==> config.mk <==
export PLATFORM = sky130hd
export DESIGN_NAME = instr_issuer
export DESIGN_NICKNAME = d
export VERILOG_FILES = /design/src/rtl/instr_issuer_pkg.sv /design/src/rtl/instr_issuer_exec_watchdog.sv /design/src/rtl/instr_issuer.sv
export SDC_FILE = /design/constraint.sdc
export NUM_CORES = 1
export LEC_CHECK = 0
export CAP_MARGIN = 10
export CORE_MARGIN = 8
export CORE_UTILIZATION = 48
export CTS_CLUSTER_SIZE = 10
export DETAILED_ROUTE_END_ITERATION = 12
export MAX_ROUTING_LAYER = met4
export PLACE_DENSITY = 0.83
export SLEW_MARGIN = 20
export SYNTH_ARGS = -nofsm -noshare
export SYNTH_HDL_FRONTEND = slang
export SYNTH_SLANG_ARGS = --single-unit
==> constraint.sdc <==
create_clock -name CLK -period 2 [get_ports CLK]
set_input_delay 0.2 -clock CLK [delete_from_list [all_inputs] [get_ports CLK]]
set_output_delay 0.2 -clock CLK [all_outputs]
set_load 0.1 [all_outputs]
==> src/rtl/instr_issuer_pkg.sv <==
// Shared definitions for the instruction issuer: opcodes, FSM state encoding
// and opcode classification helpers.
// Build option: SINGLE_STEP_EN adds the PAUSE state used for single stepping.
package instr_issuer_pkg;

    typedef logic [2:0] op_t;

    localparam op_t OP_HALT = 3'b000;
    localparam op_t OP_MV   = 3'b001;
    localparam op_t OP_MVI  = 3'b010;
    localparam op_t OP_ADD  = 3'b011;
    localparam op_t OP_SUB  = 3'b100;

    typedef enum logic [3:0] {
        S_IDLE,
        S_FETCH,
        S_LATCH,
        S_FIMM,
        S_LIMM,
        S_ISSUE,
        S_EXEC,
        S_HALT,
        S_ERROR
`ifdef SINGLE_STEP_EN
        ,
        S_PAUSE
`endif
    } state_t;

    // Legal opcodes are 000..100; anything above OP_SUB is illegal.
    function automatic logic is_legal_op(input op_t op);
        return (op <= OP_SUB);
    endfunction

    // Only mvi carries a second (immediate) word.
    function automatic logic has_imm(input op_t op);
        return (op == OP_MVI);
    endfunction

endpackage

==> src/rtl/instr_issuer_exec_watchdog.sv <==
// Execution watchdog: counts cycles while enabled and flags expiry on the
// TIMEOUT-th enabled cycle. Clear has priority over counting.
// Build option: none (SINGLE_STEP_EN does not affect this block).
module instr_issuer_exec_watchdog #(
    parameter int TIMEOUT = 8
) (
    input  logic i_clk,
    input  logic i_reset,
    input  logic i_clr,
    input  logic i_en,
    output logic o_expired
);

    localparam int CNT_W = $clog2(TIMEOUT);

    logic [CNT_W-1:0] r_cnt;

    // Expiry is flagged during the TIMEOUT-th consecutive enabled cycle.
    assign o_expired = i_en && (r_cnt == CNT_W'(TIMEOUT - 1));

    // Cycle counter; saturates at the limit so it cannot wrap back to zero.
    always_ff @(posedge i_clk) begin
        // NOTE: sequential state uses non-blocking assignments so every register samples pre-edge values.
        if (i_reset || i_clr) begin
            r_cnt <= '0;
        end else if (i_en && !o_expired) begin
            r_cnt <= r_cnt + CNT_W'(1);
        end
    end

endmodule

==> src/rtl/instr_issuer.sv <==
// Instruction issuer: fetches IIIXXXYYY words from a synchronous ROM, drives
// them to the processor with RUN, waits for DONE and advances the PC.
// mvi fetches its immediate word and presents it during execution.
// Build option: SINGLE_STEP_EN adds input STEP and a PAUSE state after each
// retired instruction.
module instr_issuer
    import instr_issuer_pkg::*;
#(
    parameter int ADDR_W  = 5,
    parameter int DATA_W  = 9,
    parameter int TIMEOUT = 8
) (
    input  logic              CLK,
    input  logic              RESET,
    input  logic              START,
`ifdef SINGLE_STEP_EN
    input  logic              STEP,
`endif
    output logic [ADDR_W-1:0] ADDR,
    input  logic [DATA_W-1:0] MEM_DATA,
    output logic [DATA_W-1:0] DIN,
    output logic              RUN,
    input  logic              DONE,
    output logic              BUSY,
    output logic              HALTED,
    output logic              ERROR,
    output logic [7:0]        INSTR_COUNT
);

    state_t            r_state;
    state_t            w_next_state;
    logic [ADDR_W-1:0] r_pc;
    logic [DATA_W-1:0] r_ir;
    logic [DATA_W-1:0] r_imm;
    logic [DATA_W-1:0] r_din;
    logic [DATA_W-1:0] w_din_next;
    logic              r_run;
    logic              w_run_next;
    logic [7:0]        r_instr_count;
    logic              w_expired;
    logic              w_wd_clr;
    logic              w_wd_en;
    op_t               w_mem_op;
    op_t               w_ir_op;

    assign w_mem_op = MEM_DATA[DATA_W-1 -: 3];
    assign w_ir_op  = r_ir[DATA_W-1 -: 3];
    assign w_wd_en  = (r_state == S_EXEC);
    assign w_wd_clr = !w_wd_en;

    instr_issuer_exec_watchdog #(
        .TIMEOUT (TIMEOUT)
    ) u_exec_watchdog (
        .i_clk     (CLK),
        .i_reset   (RESET),
        .i_clr     (w_wd_clr),
        .i_en      (w_wd_en),
        .o_expired (w_expired)
    );

    // Next-state logic for the fetch/issue/execute sequence.
    always_comb begin
        // NOTE: default assignment first so no path through the case leaves the signal unassigned (no latch).
        w_next_state = r_state;
        case (r_state)
            S_IDLE:  if (START) w_next_state = S_FETCH;
            S_FETCH: w_next_state = S_LATCH;
            S_LATCH: begin
                if (w_mem_op == OP_HALT)      w_next_state = S_HALT;
                else if (!is_legal_op(w_mem_op)) w_next_state = S_ERROR;
                else if (has_imm(w_mem_op))   w_next_state = S_FIMM;
                else                          w_next_state = S_ISSUE;
            end
            S_FIMM:  w_next_state = S_LIMM;
            S_LIMM:  w_next_state = S_ISSUE;
            S_ISSUE: w_next_state = S_EXEC;
            S_EXEC: begin
                // DONE takes priority over a simultaneous watchdog expiry.
                if (DONE) begin
`ifdef SINGLE_STEP_EN
                    w_next_state = S_PAUSE;
`else
                    w_next_state = S_FETCH;
`endif
                end else if (w_expired) begin
                    w_next_state = S_ERROR;
                end
            end
            S_HALT:  if (START) w_next_state = S_FETCH;
            S_ERROR: w_next_state = S_ERROR;
`ifdef SINGLE_STEP_EN
            S_PAUSE: if (STEP) w_next_state = S_FETCH;
`endif
            default: w_next_state = S_IDLE;
        endcase
    end

    // Combinational outputs and next values of the registered processor interface.
    always_comb begin
        ADDR       = r_pc;
        BUSY       = !((r_state == S_IDLE) || (r_state == S_HALT) || (r_state == S_ERROR));
        HALTED     = (r_state == S_HALT);
        ERROR      = (r_state == S_ERROR);
        w_run_next = (w_next_state == S_ISSUE) || (w_next_state == S_EXEC);
        w_din_next = '0;
        if ((r_state == S_FIMM) || (r_state == S_LIMM)) begin
            ADDR = r_pc + ADDR_W'(1);
        end
        case (w_next_state)
            // Entering ISSUE from LATCH, the instruction word is still on MEM_DATA.
            S_ISSUE: w_din_next = (r_state == S_LATCH) ? MEM_DATA : r_ir;
            S_EXEC:  w_din_next = has_imm(w_ir_op) ? r_imm : r_ir;
            default: w_din_next = '0;
        endcase
    end

    // State register plus PC, instruction/immediate capture, retire counter and registered outputs.
    always_ff @(posedge CLK) begin
        if (RESET) begin
            r_state       <= S_IDLE;
            r_pc          <= '0;
            r_ir          <= '0;
            r_imm         <= '0;
            r_din         <= '0;
            r_run         <= 1'b0;
            r_instr_count <= '0;
        end else begin
            r_state <= w_next_state;
            r_run   <= w_run_next;
            r_din   <= w_din_next;
            case (r_state)
                S_IDLE, S_HALT: begin
                    if (START) begin
                        r_pc          <= '0;
                        r_instr_count <= '0;
                    end
                end
                S_LATCH: r_ir  <= MEM_DATA;
                S_LIMM:  r_imm <= MEM_DATA;
                S_EXEC: begin
                    if (DONE) begin
                        r_pc          <= r_pc + (has_imm(w_ir_op) ? ADDR_W'(2) : ADDR_W'(1));
                        r_instr_count <= r_instr_count + 8'd1;
                    end
                end
                default: ;
            endcase
        end
    end

    assign DIN         = r_din;
    assign RUN         = r_run;
    assign INSTR_COUNT = r_instr_count;

endmodule

==> flow_metrics.tcl, run 1 <==
set metrics [dict create \
    io_pins 39 \
    finalMaxSlewViolations 0 \
    timing.hold.ws_ns 0.462 \
    place_area_mm2 0.00301 \
    core_mm2 0.00472 \
    synth.distinct_cells 53 \
    nFillCells 355 \
    clk_pin_slew_ns 0.09 \
    routed.top_layer "met4" \
    reg2reg_slack_ns 0.13 \
    cts_max_level 2 \
    drcViolationCount 0 \
    yosys_warnings 0 \
    dr.pass1.iters 4 \
    drive_above_1_share_pct 25.0 \
    via_per_inst 5.50 \
    synth_ff_type "dfxtp_1" \
    grt_pass1_vias 2045 \
    worst_ir_drop_vdd_mv 0.387 \
    wl_met3_um 314 \
    crit_path_start_kind "flip-flop" \
    met2_length_mm 2.76 \
    numCtsBuffers 5 \
    post_drt_wl_per_cell_um 14.6 \
    hold_viol_final 0 \
    r2r_start "r_state[1]$_SDFF_PP0_" \
    async_reset_ff_share_pct 0 \
    startpoint "r_state[2]$_SDFF_PP0_" \
    clk_latency_ns 0.30 \
    antenna_found_initial 0 \
    critPathKind "reg -> out" \
    hold_buffers 0 \
    syn-num-nets 291 \
    cap_violations 0 \
    fin_ws_ns -0.111 \
    antenna_cells 0 \
    port_buffers 38 \
    cts_tree "yes" \
    crit_required_ns 1.80 \
    multiInputGateArea_mm2 0.00137 \
    drtAntennaViolNets 0 \
    p_leak_nw 1.19 \
    worst_slew_pin_slew_ns 0.580 \
    clk_path_buf_depth 2 \
    rows 25 \
    pwr_density_cell_mw_per_mm2 673 \
    violations "negative setup slack" \
    setup-tns-final_ns -0.280 \
    die_w_um 86.0 \
    dp_hpwl_mm 4.07 \
    clock_skew_ns 0.0106 \
    synth_edf_count 0 \
    rr_worst_depth 8 \
    max_freq_mhz 474 \
    period_needed_ns 2.11 \
    clockRootBuffer "clkbuf_8" \
    cp_max_fo 16 \
    nNetsFinal 343 \
    start_util_pct 49.8 \
    syn-cell-area_mm2 0.00235 \
    final_area_mm2 0.00320 \
    status "complete, but fails checks" \
    synth_seq_cells 48 \
    seqCellArea_um2 967 \
    grt_max_degree 19 \
    ys_seq_area_share_pct 40.9 \
    place_ws_ns -0.0364 \
    hold_class "reg -> reg" \
    drt-met1-wl_mm 2.55 \
    cp-endpoint "ADDR[2]" \
    r2r-end "r_pc[2]$_SDFFE_PP0P_" \
    grt_usage_pct 16.1 \
    die_area_mm2 0.00740 \
    gp_congestion 0.864 \
    synth_cells 271 \
    drt-initial-drc-count 152 \
    grt_pass1_wl_mm 9.54 \
    cts_sinks 48 \
    crit_arrival_ns 1.91 \
    gr-total-overflow 0 \
    final.period_utilization_pct 106 \
    syn_avg_cell_area_um2 8.68 \
    dieHeight_um 86.0 \
    areaGrowthSynthToFinish_pct 36.0 \
    rsz0062_at_grt "true" \
    drt-total-wl_mm 5.71 \
    fin_util_pct 67.7 \
    slew_headroom_pct 61.2 \
    via_count 2151 \
    setup-violations-final 4 \
    end_kind "output port" \
]
-- report_power, final --
part           switching, W  internal (W)  total (W)  leakage (nW)
Combinational      0.000259      0.000188   0.000446         0.747
Clock              0.000337      0.000377   0.000714        0.0548
Sequential        0.0000134      0.000978   0.000991         0.389
-- placed cells by master, fill, tap and decap left out, drive strengths merged, types with 2 or more instances in the layout --
cell / count
nand2: 53
nand4: 6
xor2: 3
nor2: 23
clkdlybuf4s50: 12
or3: 4
o32ai: 9
or4b: 2
nor4b: 2
a32oi: 2
nor2b: 3
or2: 2
and3: 2
o21ai: 4
dfxtp: 48
nand3: 5
clkbuf: 5
buf: 51
and2: 2
ha: 6
nor3: 3
inv: 5
a21oi: 23
xnor2: 9
mux2i: 11
nor3b: 5
a22oi: 3
-- repair_timing --
action,4_1_cts,5_1_grt
resized for setup,3,6
endpoints found under the setup margin,4,10
pin swaps,3,4
setup buffers,3,2
-- cell type report --
type                    count  area share [%]
clock inverters             3            1.45
repair buffers             63            20.3
flip-flops and latches     48            30.2
clock buffers               5            2.15
well taps                  67            2.62
inverters                   5           0.587
multi-input cells         200            42.7
-- cell usage after synthesis (2+ instances only) --
cell type	count	area share, %
dfxtp_1	48	41
buf_8	2	1.3
and2_1	2	0.53
and3_1	2	0.53
nor3b_1	5	1.6
a32oi_1	2	0.74
a21oi_1	22	4.7
nand3_1	5	1.1
a22oi_1	3	0.96
buf_2	4	0.85
clkbuf_1	7	1.1
nand4_1	6	1.6
nor2b_1	3	0.80
or2_2	2	0.53
o21ai_0	3	0.64
mux2i_1	11	4.7
or4b_1	2	0.85
ha_1	6	3.2
buf_4	3	0.96
or3_1	4	1.1
nand2_1	52	8.3
xor2_1	3	1.1
xnor2_1	9	3.4
o32ai_1	9	3.4
nor3_1	3	0.64
nor2_1	23	3.7
inv_1	4	0.64
-- how the worst min path moves through the flow --
stage | startpoint | end | slack, ns | depth (start not counted)
2_1_floorplan | MEM_DATA[0] | r_imm[0]$_SDFFE_PP0P_ | 0.34 | 2
3_3_place_gp | r_imm[1]$_SDFFE_PP0P_ | r_imm[1]$_SDFFE_PP0P_ | 0.44 | 2
3_5_place_dp | r_imm[6]$_SDFFE_PP0P_ | r_imm[6]$_SDFFE_PP0P_ | 0.45 | 2
4_1_cts | r_imm[6]$_SDFFE_PP0P_ | r_imm[6]$_SDFFE_PP0P_ | 0.46 | 2
5_1_grt | MEM_DATA[2] | r_imm[2]$_SDFFE_PP0P_ | 0.48 | 3
6_report | r_imm[2]$_SDFFE_PP0P_ | r_imm[2]$_SDFFE_PP0P_ | 0.46 | 2
-- worst max-delay path, cell delays in order (launching register included) --
cell      delay (ns)
dfxtp_2         0.34
buf_6           0.15
nand3b_1        0.21
a21oi_4         0.21
buf_4           0.13
buf_6           0.10
nand2_2         0.08
xnor2_4         0.18
buf_12          0.19
-- registers in the layout, summed over array words and instances, names as in the netlist --
register and flops:
r_ir 9, DIN 9, INSTR_COUNT 8, u_exec_watchdog.r_cnt 3, r_imm 9, RUN 1
r_state 4, r_pc 5
-- stage by stage --
step                total power, W  std cells
floorplan                  0.00129        271
global placement           0.00142        378
detailed placement         0.00143        378
CTS                        0.00214        389
global route               0.00223        391
finish                     0.00215        391
-- logic make-up (layout without fill, tap and decap cells) --
logic type      Yosys count  count (layout)  share of synthesized area, %
mux                      12              12                          5.16
xor+xnor                 12              12                          4.47
buf+inv                  23              76                          5.64
flops                    48              48                          40.9
compound gates           53              53                          15.4
fa+ha+maj                 7               7                          4.04
simple gates            116             116                          24.4
-- metal layers --
layer | track usage [%] | vias up
met3 | 3.72 | 9
met1 | 19.0 | 1024
li1 | - | 1053
met4 | 5.57 | 0
met5 | - | -
met2 | 26.2 | 65
(Power assumes the default switching activity.)
==> run 2: changes to the inputs <==
--- a/config.mk
+++ b/config.mk
@@ -5,7 +5,6 @@
 export SDC_FILE = /design/constraint.sdc
 export NUM_CORES = 1
 export LEC_CHECK = 0
-export CAP_MARGIN = 10
 export CORE_MARGIN = 8
 export CORE_UTILIZATION = 48
 export CTS_CLUSTER_SIZE = 10
==> results of run 2 <==
No change in the layout: final DEF, timing and power equal those of run 1.
==> run 3: changes to the inputs <==
--- a/config.mk
+++ b/config.mk
@@ -11,6 +11,7 @@
 export DETAILED_ROUTE_END_ITERATION = 12
 export MAX_ROUTING_LAYER = met4
 export PLACE_DENSITY = 0.83
+export SETUP_SLACK_MARGIN = 0.05
 export SLEW_MARGIN = 20
 export SYNTH_ARGS = -nofsm -noshare
 export SYNTH_HDL_FRONTEND = slang
==> flow_metrics.tcl, run 3 (same netlist as run 1, synthesis figures left out) <==
set metrics [dict create \
    status "complete, but fails checks" \
    violations "negative setup slack" \
    cts_tree "yes" \
    cp_max_fo 4 \
    die_w_um 86.0 \
    dieHeight_um 86.0 \
    period_needed_ns 2.10 \
    crit_path_start_kind "flip-flop" \
    clk_path_buf_depth 2 \
    comb_power_share_pct 20.6 \
    worst_slew_pin_slew_ns 0.543 \
    final_common_cell "nand2_1" \
    critPathKind "reg -> out" \
    crit_arrival_ns 1.90 \
    drive_above_1_share_pct 26.4 \
    core_mm2 0.00472 \
    rsz0062_at_grt "true" \
    rows 25 \
    startpoint "r_state[2]$_SDFF_PP0_" \
    p_switching_w 0.000621 \
    numCtsBuffers 5 \
    pwr_density_cell_mw_per_mm2 676 \
    timing.hold.ws_ns 0.454 \
    grt_pass1_wl_mm 9.96 \
    dp_hpwl_mm 4.08 \
    start_util_pct 49.8 \
    dr.pass1.iters 4 \
    cts_max_level 2 \
    grt_pass1_vias 2139 \
    gr-total-overflow 0 \
    grt_max_degree 19 \
    place_ws_ns 0.0254 \
    max_freq_mhz 476 \
    clockRootBuffer "clkbuf_8" \
    fin_ws_ns -0.0996 \
    hold_buffers 0 \
    post_drt_wl_per_cell_um 15.2 \
    switching_share_pct 28.7 \
    die_area_mm2 0.00740 \
    worst_ir_drop_vdd_mv 0.599 \
    gp_congestion 0.887 \
    end_kind "output port" \
    reg2reg_slack_ns 0.19 \
    finalMaxSlewViolations 0 \
    rr_worst_depth 7 \
    nNetsFinal 341 \
    cp-endpoint "ADDR[4]" \
    setup-violations-final 5 \
    p_leak_nw 1.18 \
    via_per_inst 5.59 \
    nFillCells 347 \
    cts_sinks 48 \
    port_buffers 38 \
    slew_headroom_pct 63.5 \
    seqPwrFrac_pct 46.0 \
    cap_violations 0 \
    mostFrequentLayoutCells "nand2_1 (51), dfxtp_1 (44), buf_4 (37)" \
    crit_required_ns 1.80 \
    areaGrowthSynthToFinish_pct 35.9 \
    clk_latency_ns 0.31 \
    p_int_w 0.00154 \
    hold_viol_final 0 \
    drtAntennaViolNets 0 \
    antenna_cells 0 \
    grt_usage_pct 16.8 \
    clock_skew_ns 0.00827 \
    via_count 2174 \
    drt-initial-drc-count 263 \
    drt-total-wl_mm 5.93 \
    setup-tns-final_ns -0.330 \
    r2r_start "r_ir[7]$_SDFF_PP0_" \
    clkPwrFrac_pct 33.4 \
    r2r-end "r_pc[3]$_SDFFE_PP0P_" \
    hold_class "in -> reg" \
    antenna_found_initial 0 \
    io_pins 39 \
    drcViolationCount 0 \
    final.period_utilization_pct 105 \
    clk_pin_slew_ns 0.10 \
]
## run 3: changes by cell type in the layout (fill, tap and decap cells not counted), sizes merged
cell      change
inv           -1
nand2         +1
buf           -3
clkinv        +2
clkinvlp      -1
## run 3: power groups by stage
| stage | registers, W | logic [W] | clock network [W] |
|---|---|---|---|
| 2_1_floorplan | 0.00102 | 0.000272 | 0 |
| 3_3_place_gp | 0.00101 | 0.000403 | 0 |
| 3_5_place_dp | 0.00101 | 0.000409 | 0 |
| 4_1_cts | 0.000993 | 0.000425 | 0.000729 |
| 5_1_grt | 0.000997 | 0.000476 | 0.000768 |
| 6_report | 0.000994 | 0.000446 | 0.000722 |
## run 3: worst min path at each step
stage,start,cells after the start,end,slack (ns)
global route,r_imm[5]$_SDFFE_PP0P_,2,r_imm[5]$_SDFFE_PP0P_,0.47
finish,MEM_DATA[5],3,r_imm[5]$_SDFFE_PP0P_,0.45
floorplan,MEM_DATA[0],2,r_imm[0]$_SDFFE_PP0P_,0.34
detailed placement,r_imm[5]$_SDFFE_PP0P_,2,r_imm[5]$_SDFFE_PP0P_,0.45
CTS,MEM_DATA[5],3,r_imm[5]$_SDFFE_PP0P_,0.46
global placement,r_imm[1]$_SDFFE_PP0P_,2,r_imm[1]$_SDFFE_PP0P_,0.44
## run 3: timing repair
action                     4_1_cts  5_1_grt
pin swaps                        4        4
resized for setup                5       11
cloned                           0        1
setup endpoints to repair        4       22
setup buffers                    4        1
## run 3: through the flow
stage	area (um2)	std cells	util, %	total power, W
floorplan	2440	271	-	0.00129
finish	3200	389	67.7	0.00216
global route	3200	389	67.7	0.00224
CTS	3140	387	66.4	0.00215
global placement	2980	375	63.0	0.00142
detailed placement	2980	375	63.0	0.00142
## run 3: critical path, cell delays in order (launching register included)
cell	delay (ns)
dfxtp_2	0.36
or3b_4	0.39
a21oi_4	0.19
nand4_1	0.23
xnor2_4	0.23
buf_12	0.19
## run 3: cell type report
type	count	area (um2)	area share, %
clock buffer	5	68.8	2.15
clock inverter	3	47.5	1.49
inverter	5	18.8	0.587
multi-input combinational	201	1400	43.8
sequential	48	966	30.2
tap	67	83.8	2.62
timing repair buffer	60	613	19.2
## run 3: metal layers
layer,routed length (um),GRT usage (%),vias up
li1,-,-,1056
met1,2670,20.0,1060
met2,2840,26.6,50
met3,312,3.92,8
met4,103,7.01,0
met5,0,-,-
